<file path="src/rtl/nibble_serial_adder_pkg.sv">
// Shared constants and FSM encoding for the nibble-serial adder.
package nibble_serial_adder_pkg;

    // Bits handled per serial step
    localparam int unsigned NibW = 4;

    typedef enum logic [1:0] {
        StIdle = 2'd0,
        StRun  = 2'd1,
        StDone = 2'd2
    } state_e;

endpackage

</file>
<file path="src/rtl/nibble_add4.sv">
// 4-bit combinational adder slice; also exposes the carry into bit 3 so the
// caller can form two's-complement overflow on the MSB nibble.
module nibble_add4
    import nibble_serial_adder_pkg::*;
(
    input  logic [NibW-1:0] a_i,
    input  logic [NibW-1:0] b_i,
    input  logic            c_i,
    output logic [NibW-1:0] s_o,
    output logic            c_o,
    output logic            c3_o
);

    logic [3:0] low;

    // Bits 2..0 first, then bit 3 so its carry-in is visible
    always_comb begin
        low    = {1'b0, a_i[2:0]} + {1'b0, b_i[2:0]} + {3'b000, c_i};
        c3_o   = low[3];
        s_o    = {a_i[3] ^ b_i[3] ^ low[3], low[2:0]};
        c_o    = (a_i[3] & b_i[3]) | (low[3] & (a_i[3] ^ b_i[3]));
    end

endmodule

</file>
<file path="src/rtl/nibble_serial_adder.sv">
// Serial adder: one nibble per clock, LSB first, through a single shared
// 4-bit slice. Fixed latency of NIB RUN cycles plus one DONE cycle.
module nibble_serial_adder
    import nibble_serial_adder_pkg::*;
#(
    parameter int unsigned WIDTH = 16
) (
    input  logic             clk,
    input  logic             rst,
    input  logic             start,
    input  logic [WIDTH-1:0] a,
    input  logic [WIDTH-1:0] b,
    input  logic             cin,
    output logic             busy,
    output logic             done,
    output logic [WIDTH-1:0] sum,
    output logic             cout,
    output logic             ovf
);

    localparam int unsigned NIB  = WIDTH / NibW;
    localparam int unsigned IdxW = (NIB > 1) ? $clog2(NIB) : 1;

    state_e            state_q, state_d;
    logic [WIDTH-1:0]  a_q, a_d, b_q, b_d, sum_q, sum_d;
    logic [IdxW-1:0]   idx_q, idx_d;
    logic              carry_q, carry_d, cout_q, cout_d, ovf_q, ovf_d;

    logic [NibW-1:0]   nib_a, nib_b, nib_s;
    logic              nib_c, nib_c3, last;

    // Operand nibble select, shared slice
    assign nib_a = a_q[idx_q*NibW +: NibW];
    assign nib_b = b_q[idx_q*NibW +: NibW];
    assign last  = (idx_q == IdxW'(NIB - 1));

    nibble_add4 u_add4 (
        .a_i  (nib_a),
        .b_i  (nib_b),
        .c_i  (carry_q),
        .s_o  (nib_s),
        .c_o  (nib_c),
        .c3_o (nib_c3)
    );

    // State register
    always_ff @(posedge clk or posedge rst) begin
        if (rst) state_q <= StIdle;
        else     state_q <= state_d;
    end

    // Next-state logic
    always_comb begin
        state_d = state_q;
        unique case (state_q)
            StIdle:  if (start) state_d = StRun;
            StRun:   if (last)  state_d = StDone;
            StDone:  state_d = StIdle;
            default: state_d = StIdle;
        endcase
    end

    // FSM outputs
    always_comb begin
        busy = (state_q != StIdle);
        done = (state_q == StDone);
    end

    // Datapath next-state: capture on start, one nibble per RUN cycle
    always_comb begin
        a_d     = a_q;
        b_d     = b_q;
        sum_d   = sum_q;
        idx_d   = idx_q;
        carry_d = carry_q;
        cout_d  = cout_q;
        ovf_d   = ovf_q;
        if (state_q == StIdle && start) begin
            a_d     = a;
            b_d     = b;
            carry_d = cin;
            idx_d   = '0;
        end else if (state_q == StRun) begin
            sum_d[idx_q*NibW +: NibW] = nib_s;
            carry_d = nib_c;
            if (last) begin
                idx_d  = '0;
                cout_d = nib_c;
                ovf_d  = nib_c ^ nib_c3;
            end else begin
                idx_d = idx_q + 1'b1;
            end
        end
    end

    // Datapath registers
    always_ff @(posedge clk or posedge rst) begin
        if (rst) begin
            a_q     <= '0;
            b_q     <= '0;
            sum_q   <= '0;
            idx_q   <= '0;
            carry_q <= 1'b0;
            cout_q  <= 1'b0;
            ovf_q   <= 1'b0;
        end else begin
            a_q     <= a_d;
            b_q     <= b_d;
            sum_q   <= sum_d;
            idx_q   <= idx_d;
            carry_q <= carry_d;
            cout_q  <= cout_d;
            ovf_q   <= ovf_d;
        end
    end

    assign sum  = sum_q;
    assign cout = cout_q;
    assign ovf  = ovf_q;

endmodule

</file>
<file path="config.mk">
export PLATFORM = sky130hd
export DESIGN_NAME = nibble_serial_adder
export DESIGN_NICKNAME = d
export VERILOG_FILES = /design/src/rtl/nibble_serial_adder_pkg.sv /design/src/rtl/nibble_add4.sv /design/src/rtl/nibble_serial_adder.sv
export SDC_FILE = /design/constraint.sdc
export NUM_CORES = 1
export LEC_CHECK = 0
export BUFFER_PORTS_ARGS = -buffer_cell sky130_fd_sc_hd__clkbuf_2
export CAP_MARGIN = 10
export CORE_MARGIN = 2
export CORE_UTILIZATION = 50
export DETAILED_ROUTE_END_ITERATION = 7
export MAX_ROUTING_LAYER = met4
export PLACE_DENSITY = 0.85
export SYNTH_ARGS = -nofsm -noshare
export SYNTH_HDL_FRONTEND = slang
export SYNTH_SLANG_ARGS = --single-unit
</file>
<file path="constraint.sdc">
create_clock -name clk -period 3.3 [get_ports clk]
set_clock_uncertainty 0.15 [all_clocks]
set_input_delay 0.66 -clock clk [delete_from_list [all_inputs] [get_ports clk]]
set_output_delay 0.66 -clock clk [all_outputs]
set_load 0.005 [all_outputs]
</file>
# Word-level counts from Yosys, hierarchy flattened
# Cells that the tools add are included.
# totals
ff_bits	55
in_bits	36
out_inout_bits	20
elab_cells	44
# op_classes
n_addsub	4
n_eq_ne	5
shift	4
n_mux	9
bitwise	7
n_reduce_logical	7
# op_table
operator	count
$neg A4 Y34	1
$shift A4 B34 Y16 const A	1
$shiftx A4 B34 Y16	1
$shiftx A16 B5 Y4	2
$bwmux W16	1
$mux W2	5
$add A3 B3 Y4	1
$add A4 B1 Y4	1
$eq A2 B2 Y1 const B	2
$ne A2 B2 Y1 const B	2
$pmux W2 S2	1
$reduce_and A2 Y1	2
$reduce_bool A2 Y1	2
$reduce_and A3 Y1	1
$xor A1 B1 Y1	3
$add A2 B1 Y2 const B	1
$and A1 B1 Y1	2
$eq A2 B1 Y1 const B	1
$logic_not A2 Y1	1
$mux W1	2
$logic_and A1 B1 Y1	1
$not A1 Y1	1
$or A1 B1 Y1	1

# Depth between registers and ports, before layout
# Gate-level depths: netlist of run 1.
# logic_depth
ltp_word	7
ltp_mapped	8
depth_no_buf	7

# Hierarchy
# A second synthesis of run 1 with hierarchy kept.
# unflattened
hier_cells	187
area_unflattened_um2	2607.5
# by_module_without_submodules
module	instances	cells_each	area_per_inst_um2	seq_area_each_um2
nibble_serial_adder	1	171	2471.1	1376.3
nibble_add4	1	16	136.4	0.0

# Worst setup path before layout of run 1
# No wires, ideal clock.
# synth_timing
path_kind	register -> register
start	reg idx_q[0]
end	reg carry_q
setup_time_ns	0.126
arrival_time_ns	2.509
t_required_ns	3.024
path_slack_ns	0.515
stages_incl_launch_ff	8
path_buffers	1
period_less_slack_ns	2.785
cell_sequence	dfrtp_1 -> buf_4 -> mux4_2 -> fa_1 -> nand3_1 -> nand2_1 -> fa_1 -> a221o_1
# synth_via
elab_chain_len	7
elab_cells_between_ends	10
classes_between	add/sub (2); shift (2); mux (2); bitwise (4)
# synth_lines
element	line	rtl
start, declared	nibble_serial_adder.sv:26	logic [IdxW-1:0] idx_q, idx_d;
start signal, assigned	nibble_serial_adder.sv:110	idx_q <= idx_d;
$shiftx A16 B5 Y4, on equally long branches	nibble_serial_adder.sv:33, nibble_serial_adder.sv:34	
$add A3 B3 Y4	nibble_add4.sv:18	low = {1'b0, a_i[2:0]} + {1'b0, b_i[2:0]} + {3'b000, c_i};
$add A4 B1 Y4	nibble_add4.sv:18	
$and A1 B1 Y1	nibble_add4.sv:21	c_o = (a_i[3] & b_i[3]) | (low[3] & (a_i[3] ^ b_i[3]));
$or A1 B1 Y1 (*)	nibble_add4.sv:21	
named net nib_c	nibble_serial_adder.sv:30	logic nib_c, nib_c3, last;
$mux W1 (*)	nibble_serial_adder.sv:83	end else if (state_q == StRun) begin
$mux W1 (*)	nibble_serial_adder.sv:78	if (state_q == StIdle && start) begin
end signal, assigned	nibble_serial_adder.sv:111	carry_q <= carry_d;
end, declared	nibble_serial_adder.sv:27	logic carry_q, carry_d, cout_q, cout_d, ovf_q, ovf_d;
# The timed path passes the listed nets; every way through them passes the cells marked *. The select of a mux whose other input is x is not followed.
# A chain may end at the register's enable or synchronous reset.

# Worst setup path in the final report of run 1
# Ends and elaborated chain as after synthesis.

==> impl_metrics.yaml, run 1 <==
run_status:
  status: "finished, final reports clean"
cts:
  clk_pin_slew_ns: 0.10
  cts_resized: 0
  post_cts.repair.setup_buffers: 0
  cts.sinks: 55
  cts_tree: "done"
  clk_path_buf_depth: 2
  cts-buffers-inserted: 5
  cts-root-buf: "clkbuf_8"
  cts_hold_buffers: 0
  clk_latency_ns: 0.31
  htree_levels: 2
floorplan:
  initial_core_util_pct: 52.88
  die_y_um: 75.38
  fp.dieW_um: 75.38
  io_pins: 56
  dieArea_um2: 5682
  core_um2: 4817
  num_rows: 25
sta:
  timing.fmax_mhz: 342.6
  final-hold-violation-count: 0
  setup_violations: 0
  final.period_utilization_pct: 88.45
  rsz0062_at_grt: "no"
  min_period_ns: 2.919
  maxSlewViolCount: 0
  worst_pin_slew_ns: 0.5739
  setup-tns-final_ns: 0
  slew_headroom_pct: 61.66
global_routing:
  grt_pass1_vias: 1665
  grt_max_degree: 39
  grt_first_pass_wirelength_mm: 7.824
  antenna_found_initial: 0
  grt_usage_pct: 19.38
  overflow: 0
cells_and_area:
  fillerInstances: 394
  ff_latch_area_um2: 1376
  finalInstanceArea_um2: 3015
  n_antenna_cell: 0
  multi_input_area_um2: 1087
  nets: 275
  areaGrowthSynthToFinish_pct: 18.37
  drive_above_1_share_pct: 49.34
power:
  p_switching_mw: 1.238
  intPower_mw: 2.107
  seqPwrFrac_pct: 36.0
  p_per_area_nw_per_um2: 1109
  peakVddDrop_mv: 0.5401
  p_clk_share_pct: 15.3
  p_comb_share_pct: 48.6
  power_leakage_nw: 1.440
  switching_share_pct: 37.01
route:
  ant_nets: 0
  drt-total-wl_mm: 4.729
  drc_errors: 0
  wire_per_inst_um: 15.98
  drt_pass1_iterations: 4
  num_vias: 1613
  drtIter0Drc: 90
  vias_per_cell: 5.449
critical_path:
  cp-end-kind: "flip-flop"
  crit_type: "flip-flop to flip-flop"
  critPathMaxFanout: 9
  slowest_delay_ns: 0.65
  path_cells: "mux4_2 > fa_1 > nand3_1 > nand2_1 > fa_1 > a221o_1"
  worst_ep_arrival_time_ns: 2.97
  required_ns: 3.35
  slowest_stage: "dfrtp_1"
  cpMostUsedCell: "fa_1"
  start_kind: "flip-flop"
logic_synthesis:
  yosys.cell_types.count: 30
  synth.avg_cell_area_um2: 15.07
  ys_ff_latch: 55
  synth_nets: 216
  syn_inst: 169
  syn_area_um2: 2547
  yosysSeqAreaShare_pct: 54.03
  yosys_warnings: 0
placement:
  portBuffers: 55
  hpwl_mm: 3.670
  gp_congestion: 0.8669
  placed_cell_area_um2: 2883
min_path:
  hold_path.class: "primary input to asynchronous set/reset pin"
job:
  cap_violations: 0
==> flip-flops by register name, summed over array words and instances, names as in the netlist <==
signal   count
a_q         16
b_q         16
sum         16
idx_q        2
state_q      2
carry_q      1
cout         1
ovf          1
==> per-layer routing <==
| metal | track usage (%) | routed length [µm] |
|---|---|---|
| met3 | 5.556 | 292 |
| met5 | - | 0 |
| met1 | 24.40 | 2090 |
| met2 | 29.76 | 2246 |
| met4 | 7.797 | 99 |
==> layout by cell type (no fill, tap or decap) <==
master	instances
clkbuf_2	55
buf_4	4
nand2_1	6
dfrtp_1	55
bufinv_16	2
and3_1	2
mux4_2	8
nand3_1	1
xnor2_1	1
a21boi_0	1
nor4b_2	1
o21bai_1	1
or3_1	1
a22o_1	16
clkbuf_8	5
fa_1	3
nor2b_1	2
and3b_1	1
and4bb_2	1
nor3b_1	1
inv_1	7
or2_2	1
mux2_2	33
o31ai_1	3
nor4b_4	1
inv_2	1
clkbuf_1	1
nor3b_2	1
ha_1	8
a21oi_1	1
nand2b_1	1
a221o_1	1
nand3b_1	3
==> power groups by stage <==
stage | Combinational, mW | Sequential (mW) | Clock (mW)
finish | 1.63 | 1.21 | 0.513
global placement | 1.56 | 1.22 | 0
CTS | 1.64 | 1.21 | 0.528
floorplan | 1.26 | 1.14 | 0
global route | 1.80 | 1.26 | 0.555
detailed placement | 1.63 | 1.23 | 0
==> area by class of cell <==
class | instances | share of cell area (%)
Clock buffer | 6 | 2.407
Clock inverter | 2 | 1.992
Inverter | 8 | 0.9959
Multi-Input combinational cell | 99 | 36.06
Sequential cell | 55 | 45.64
Tap cell | 67 | 2.780
Timing Repair Buffer | 59 | 10.12
==> path summary, 6_finish.rpt <==
| check | startpoint | end | slack [ns] | cells past startpoint |
|---|---|---|---|---|
| worst min-delay path | rst | sum[1]$_DFFE_PP0P_ | 0.14 | 2 |
| worst max-delay path | idx_q[0]$_DFFE_PP0P_ | carry_q$_DFFE_PP0P_ | 0.38 | 6 |
| worst max register to register | idx_q[0]$_DFFE_PP0P_ | carry_q$_DFFE_PP0P_ | 0.38 | 6 |
| worst min register to register | sum[0]$_DFFE_PP0P_ | sum[0]$_DFFE_PP0P_ | 0.36 | 1 |
| max in group asynchronous | rst | b_q[3]$_DFFE_PP0P_ | 2.05 | 3 |
| min in group clk | sum[0]$_DFFE_PP0P_ | sum[0]$_DFFE_PP0P_ | 0.36 | 1 |
==> worst max-delay path: cells and delay by family (launching register included) <==
family | cells | cell delay [ns]
and+or+nand+nor | 2 | 0.22
adders and majority gates | 2 | 0.85
AOI/OAI and AO/OA | 1 | 0.34
DFF | 1 | 0.65
muxes | 1 | 0.60
==> synthesized netlist by cell type <==
cell type,count,area (µm²)
a21boi_0,1,7.510
a21oi_1,1,5.000
a221o_1,1,10.01
a22o_1,16,140.1
and3_1,2,12.51
and3b_1,1,8.760
and4bb_2,1,12.51
buf_2,1,5.000
buf_4,2,15.01
buf_6,3,33.78
clkbuf_2,1,5.000
dfrtp_1,55,1376
fa_1,3,60.06
ha_1,8,100.1
inv_1,8,30.03
mux2_2,33,371.6
mux4_2,8,180.2
nand2_1,6,22.52
nand2b_1,1,6.260
nand3_1,1,5.000
nand3b_1,3,22.52
nor2b_1,2,12.51
nor3b_1,2,15.01
nor4b_2,1,15.01
nor4b_4,1,23.77
o21bai_1,1,7.510
o31ai_1,3,22.52
or2_2,1,6.260
or3_1,1,6.260
xnor2_1,1,8.760
==> per-stage QoR <==
stage	worst slack (ns)	hold slack [ns]	instances	total power, mW	utilization, %
final	0.3810	0.1431	296	3.345	62.60
after global routing	0.1967	0.1567	296	3.608	62.60
after CTS	0.3637	0.1454	296	3.385	62.60
after detailed placement	0.3759	0.3438	288	2.857	59.84
after global placement	0.4786	0.3364	288	2.781	59.84
after floorplan	0.5154	0.3226	169	2.399	-
==> cells by family after synthesis <==
| logic type | after synthesis | share of synthesized area [%] |
|---|---|---|
| flops | 55 | 54.03 |
| mux | 41 | 21.66 |
| compound gates | 23 | 7.564 |
| simple gates | 23 | 6.630 |
| buf+inv | 15 | 3.487 |
| fa+ha+maj | 11 | 6.287 |
| xor+xnor | 1 | 0.3439 |
Power figures use the tool's default switching activity.
==> run 2, diff against run 1 <==
==> constraint.sdc (replaced) <==
create_clock -name clk -period 3.6 [get_ports clk]
set_clock_uncertainty 0.15 [all_clocks]
set_input_delay 0.72 -clock clk [delete_from_list [all_inputs] [get_ports clk]]
set_output_delay 0.72 -clock clk [all_outputs]
set_load 0.005 [all_outputs]
==> run 2 against run 1 <==
Setup slack better by 0.23 ns. Global-route usage hardly changed. Non-clock buffer count stayed put. Utilization is 0.26 points higher. Total power is 8.7% lower. Via count is 1.4% lower. Sequential share of layout area is 0.19 points lower. Hold slack better by 0.11 ns. Largest power group unchanged.
==> impl_metrics.yaml, run 2 (synthesis results as in run 1) <==
sta:
  worst_pin_slew_ns: 0.5441
  final-hold-violation-count: 0
  rsz0062_at_grt: "no"
  setup-tns-final_ns: 0
  timing.fmax_mhz: 334.7
  final.period_utilization_pct: 83.00
  maxSlewViolCount: 0
  slew_headroom_pct: 63.65
  min_period_ns: 2.988
  setup_violations: 0
  finalWorstSetupSlack_ns: 0.6119
cells_and_area:
  nets: 275
  fillerInstances: 405
  areaGrowthSynthToFinish_pct: 18.86
  n_antenna_cell: 0
  drive_above_1_share_pct: 49.34
  most-common-layout-cells: "dfrtp_1, clkbuf_2, mux2_2"
cts:
  cts-buffers-inserted: 5
  cts_hold_buffers: 0
  htree_levels: 2
  cts.sinks: 55
  cts-root-buf: "clkbuf_8"
  cts_tree: "done"
  post_cts.repair.setup_buffers: 0
  cts_resized: 0
  clk_latency_ns: 0.30
  clk_pin_slew_ns: 0.09
  clk_path_buf_depth: 2
job:
  cap_violations: 0
global_routing:
  grt_max_degree: 56
  antenna_found_initial: 0
  grt_pass1_vias: 1673
  overflow: 0
  grt_first_pass_wirelength_mm: 8.031
  grt_usage_pct: 19.37
critical_path:
  start_kind: "flip-flop"
  r2r-start: "idx_q[0]$_DFFE_PP0P_"
  worst_ep_arrival_time_ns: 3.03
  critPathLaunch: "idx_q[0]$_DFFE_PP0P_"
  crit_type: "flip-flop to flip-flop"
  cp-end-kind: "flip-flop"
  required_ns: 3.64
  critPathMaxFanout: 9
route:
  wire_per_inst_um: 16.07
  num_vias: 1590
  ant_nets: 0
  drt_pass1_iterations: 4
  vias_per_cell: 5.372
  drt-total-wl_mm: 4.757
  drtIter0Drc: 53
  drc_errors: 0
placement:
  gp_congestion: 0.8536
  post-place-ws_ns: 0.6667
  hpwl_mm: 3.660
  portBuffers: 55
run_status:
  status: "finished, final reports clean"
floorplan:
  dieArea_um2: 5682
  core_um2: 4817
  fp.dieW_um: 75.38
  io_pins: 56
  die_y_um: 75.38
  initial_core_util_pct: 52.88
  num_rows: 25
power:
  peakVddDrop_mv: 0.4739
  p_per_area_nw_per_um2: 1009
  power_leakage_nw: 1.444
min_path:
  hold_path.class: "primary input to asynchronous set/reset pin"
==> run 2: layout make-up <==
cell class / instances / area (µm²) / share of cell area [%]
well taps: 67 / 83.83 / 2.769
inverters: 8 / 30.03 / 0.9917
clock buffers: 6 / 72.57 / 2.397
flip-flops and latches: 55 / 1376 / 45.45
clock inverters: 2 / 60.06 / 1.983
repair buffers: 59 / 317.8 / 10.50
multi-input cells: 99 / 1087 / 35.91
==> run 2: metal layers <==
layer  up-vias  part of all wire (%)  track usage, %  routed length [µm]
met1       791                    45           25.44                2117
met4         0                   1.0           4.678                  49
met3         6                   5.2           3.968                 247
met2        51                    49           31.30                2342
met5         -                     0               -                   0
li1        742                     -               -                   -
==> run 2: final timing paths <==
check                                      end  slack (ns)  cells after the start
max                        carry_q$_DFFE_PP0P_        0.61                      7
min                        carry_q$_DFFE_PP0P_        0.25                      2
max reg2reg                carry_q$_DFFE_PP0P_        0.61                      7
min reg2reg                 a_q[4]$_DFFE_PP0P_        0.36                      1
max in group asynchronous   b_q[1]$_DFFE_PP0P_        2.53                      3
min in group clk            a_q[4]$_DFFE_PP0P_        0.36                      1
==> run 2: stage by stage <==
step / power, mW / utilization, % / cell area (µm²) / hold slack [ns] / instances
floorplan: 2.199 / - / 2547 / 0.3226 / 169
global placement: 2.538 / 59.69 / 2875 / 0.3358 / 287
detailed placement: 2.614 / 59.69 / 2875 / 0.3464 / 287
CTS: 3.090 / 62.44 / 3008 / 0.3679 / 295
global route: 3.306 / 62.86 / 3028 / 0.2823 / 296
finish: 3.054 / 62.86 / 3028 / 0.2548 / 296
==> run 2: power by group <==
part / internal (mW) / leakage [nW] / total [mW] / switching (mW)
sequential: 0.902 / 0.681 / 1.10 / 0.203
combinational: 0.754 / 0.698 / 1.48 / 0.731
clock: 0.278 / 0.0654 / 0.465 / 0.187
total: 1.93 / 1.44 / 3.05 / 1.12
==> run 2: worst max-delay path, cell delays in order, from the launching register on <==
cell and delay, ns:
dfrtp_1 0.61, buf_4 0.26, mux4_2 0.53, ha_1 0.20
a21oi_1 0.23, nand2_1 0.12, fa_1 0.43, a221o_1 0.35
==> run 3, diff against run 2 <==
--- a/config.mk
+++ b/config.mk
@@ -8,10 +8,10 @@
 export BUFFER_PORTS_ARGS = -buffer_cell sky130_fd_sc_hd__clkbuf_2
 export CAP_MARGIN = 10
 export CORE_MARGIN = 2
-export CORE_UTILIZATION = 50
+export CORE_UTILIZATION = 48
 export DETAILED_ROUTE_END_ITERATION = 7
 export MAX_ROUTING_LAYER = met4
-export PLACE_DENSITY = 0.85
+export PLACE_DENSITY = 0.86
 export SYNTH_ARGS = -nofsm -noshare
 export SYNTH_HDL_FRONTEND = slang
 export SYNTH_SLANG_ARGS = --single-unit
==> constraint.sdc (replaced) <==
create_clock -name clk -period 2.5 [get_ports clk]
set_clock_uncertainty 0.15 [all_clocks]
set_input_delay 0.5 -clock clk [delete_from_list [all_inputs] [get_ports clk]]
set_output_delay 0.5 -clock clk [all_outputs]
set_load 0.005 [all_outputs]
==> run 3 against run 2 <==
The run now ends with setup timing left. Via count increased by 1.5%. First-iteration DRC count rose by 40%. Die area is 3.9% higher. Utilization shrank 2.4 points. Non-clock buffer count is 7 higher. Cell count is 3.4% higher. Sequential power grew 44%. Global-route usage fell by 1.2 points. Critical path depth fell by 1. Fmax is 19% higher. Hold slack got worse by 0.18 ns. Critical path type unchanged.
==> impl_metrics.yaml, run 3 (synthesis results as in run 1) <==
floorplan:
  io_pins: 56
  core_um2: 5107
  dieArea_um2: 5906
  fp.dieW_um: 76.85
  num_rows: 26
  initial_core_util_pct: 49.88
  die_y_um: 76.85
route:
  drc_errors: 0
  drtIter0Drc: 74
  drt-total-wl_mm: 4.774
  drt_pass1_iterations: 4
  vias_per_cell: 5.275
  num_vias: 1614
  ant_nets: 0
  wire_per_inst_um: 15.60
cells_and_area:
  final_util_pct: 60.41
  n_antenna_cell: 0
  nets: 282
  most-common-layout-cells: "clkbuf_2, dfrtp_1, mux2_2"
  areaGrowthSynthToFinish_pct: 21.12
  final_common_cell: "clkbuf_2"
  drive_above_1_share_pct: 54.66
  stdcell_count: 306
power:
  p_per_area_nw_per_um2: 1537
  power_leakage_nw: 1.459
  p_total_mw: 4.742
  peakVddDrop_mv: 0.8754
placement:
  hpwl_mm: 3.653
  portBuffers: 55
  dpl.cell_count: 296
  gp_congestion: 0.8125
cts:
  htree_levels: 2
  clk_path_buf_depth: 2
  clk_pin_slew_ns: 0.09
  cts_tree: "done"
  cts-buffers-inserted: 5
  clk_latency_ns: 0.30
  cts.sinks: 55
  cts_hold_buffers: 0
  cts-root-buf: "clkbuf_8"
critical_path:
  required_ns: 2.55
  start_kind: "flip-flop"
  cp-end-kind: "flip-flop"
  worst_r2r_path_depth: 6
  worst_ep_arrival_time_ns: 2.55
  critPathLaunch: "idx_q[0]$_DFFE_PP0P_"
  r2r_slack_ns: -0.003
  crit_type: "flip-flop to flip-flop"
  critPathMaxFanout: 7
  crit_end: "carry_q$_DFFE_PP0P_"
  r2r-start: "idx_q[0]$_DFFE_PP0P_"
  r2r_end: "carry_q$_DFFE_PP0P_"
sta:
  final.period_utilization_pct: 100.1
  final-hold-violation-count: 0
  setup_violations: 1
  setup-tns-final_ns: -0.003271
  hold_ws_ns: 0.07003
  finalWorstSetupSlack_ns: -0.003271
  min_period_ns: 2.503
  maxSlewViolCount: 0
  worst_pin_slew_ns: 0.5529
  slew_headroom_pct: 63.09
  rsz0062_at_grt: "yes"
  timing.fmax_mhz: 399.5
run_status:
  violations: "setup timing"
  status: "finished with violations"
global_routing:
  grt_first_pass_wirelength_mm: 8.024
  grt_usage_pct: 18.17
  overflow: 0
  antenna_found_initial: 0
  grt_pass1_vias: 1642
  grt_max_degree: 38
job:
  cap_violations: 0
min_path:
  hold_path.class: "primary input to asynchronous set/reset pin"
-- run 3: cell types whose count changed in the layout (fill, tap and decap cells not counted), sizes merged --
cell	before	now
clkinvlp	0	1
buf	4	11
bufinv	2	0
clkbuf	61	62
-- run 3: cell type report --
| cell class | count | area (µm²) |
|---|---|---|
| Clock buffer | 7 | 96.34 |
| Clock inverter | 1 | 7.507 |
| Fill cell | 426 | 2022 |
| Inverter | 8 | 30.03 |
| Multi-Input combinational cell | 99 | 1116 |
| Sequential cell | 55 | 1378 |
| Tap cell | 70 | 87.58 |
| Timing Repair Buffer | 66 | 370.4 |
-- run 3: report_power, final --
group	switching (mW)	internal [mW]	total [mW]	leakage [nW]
clock	0.278	0.252	0.531	0.0505
sequential	0.283	1.30	1.58	0.680
combinational	1.21	1.42	2.63	0.728
total	1.77	2.97	4.74	1.46
-- run 3: stage by stage --
stage,worst slack [ns],area (µm²)
after floorplan,-0.03635,2581
after global placement,0.04003,2964
after detailed placement,-0.02027,2964
after CTS,-0.003603,3078
after global routing,-0.1455,3085
final,-0.003271,3085
-- run 3: per-layer routing --
metal  vias up  track usage [%]  wire length (µm)
met5         -                -                 0
met4         0            6.000                53
met3         6            3.412               246
met2        57            28.25              2340
met1       793            24.34              2134
li1        758                -                 -
-- run 3: worst min-delay path by stage --
stage | to | startpoint
floorplan | ovf$_DFFE_PP0P_ | ovf$_DFFE_PP0P_
global placement | ovf$_DFFE_PP0P_ | ovf$_DFFE_PP0P_
detailed placement | ovf$_DFFE_PP0P_ | ovf$_DFFE_PP0P_
CTS | sum[12]$_DFFE_PP0P_ | rst
global route | sum[12]$_DFFE_PP0P_ | rst
finish | sum[12]$_DFFE_PP0P_ | rst
-- run 3: critical path, stage by stage (launching register included) --
cell and delay, ns:
dfrtp_2 0.48, mux4_2 0.56, ha_4 0.27, a21oi_2 0.18, nand2_2 0.08, fa_2 0.36, a221o_1 0.33
-- run 3: what timing repair did --
action | 4_1_cts | 5_1_grt
resized for setup | 1 | 2
buffers inserted | 1 | 1
endpoints found under the setup margin | 6 | 11
pin swaps | 1 | 5
cloned | 0 | 0
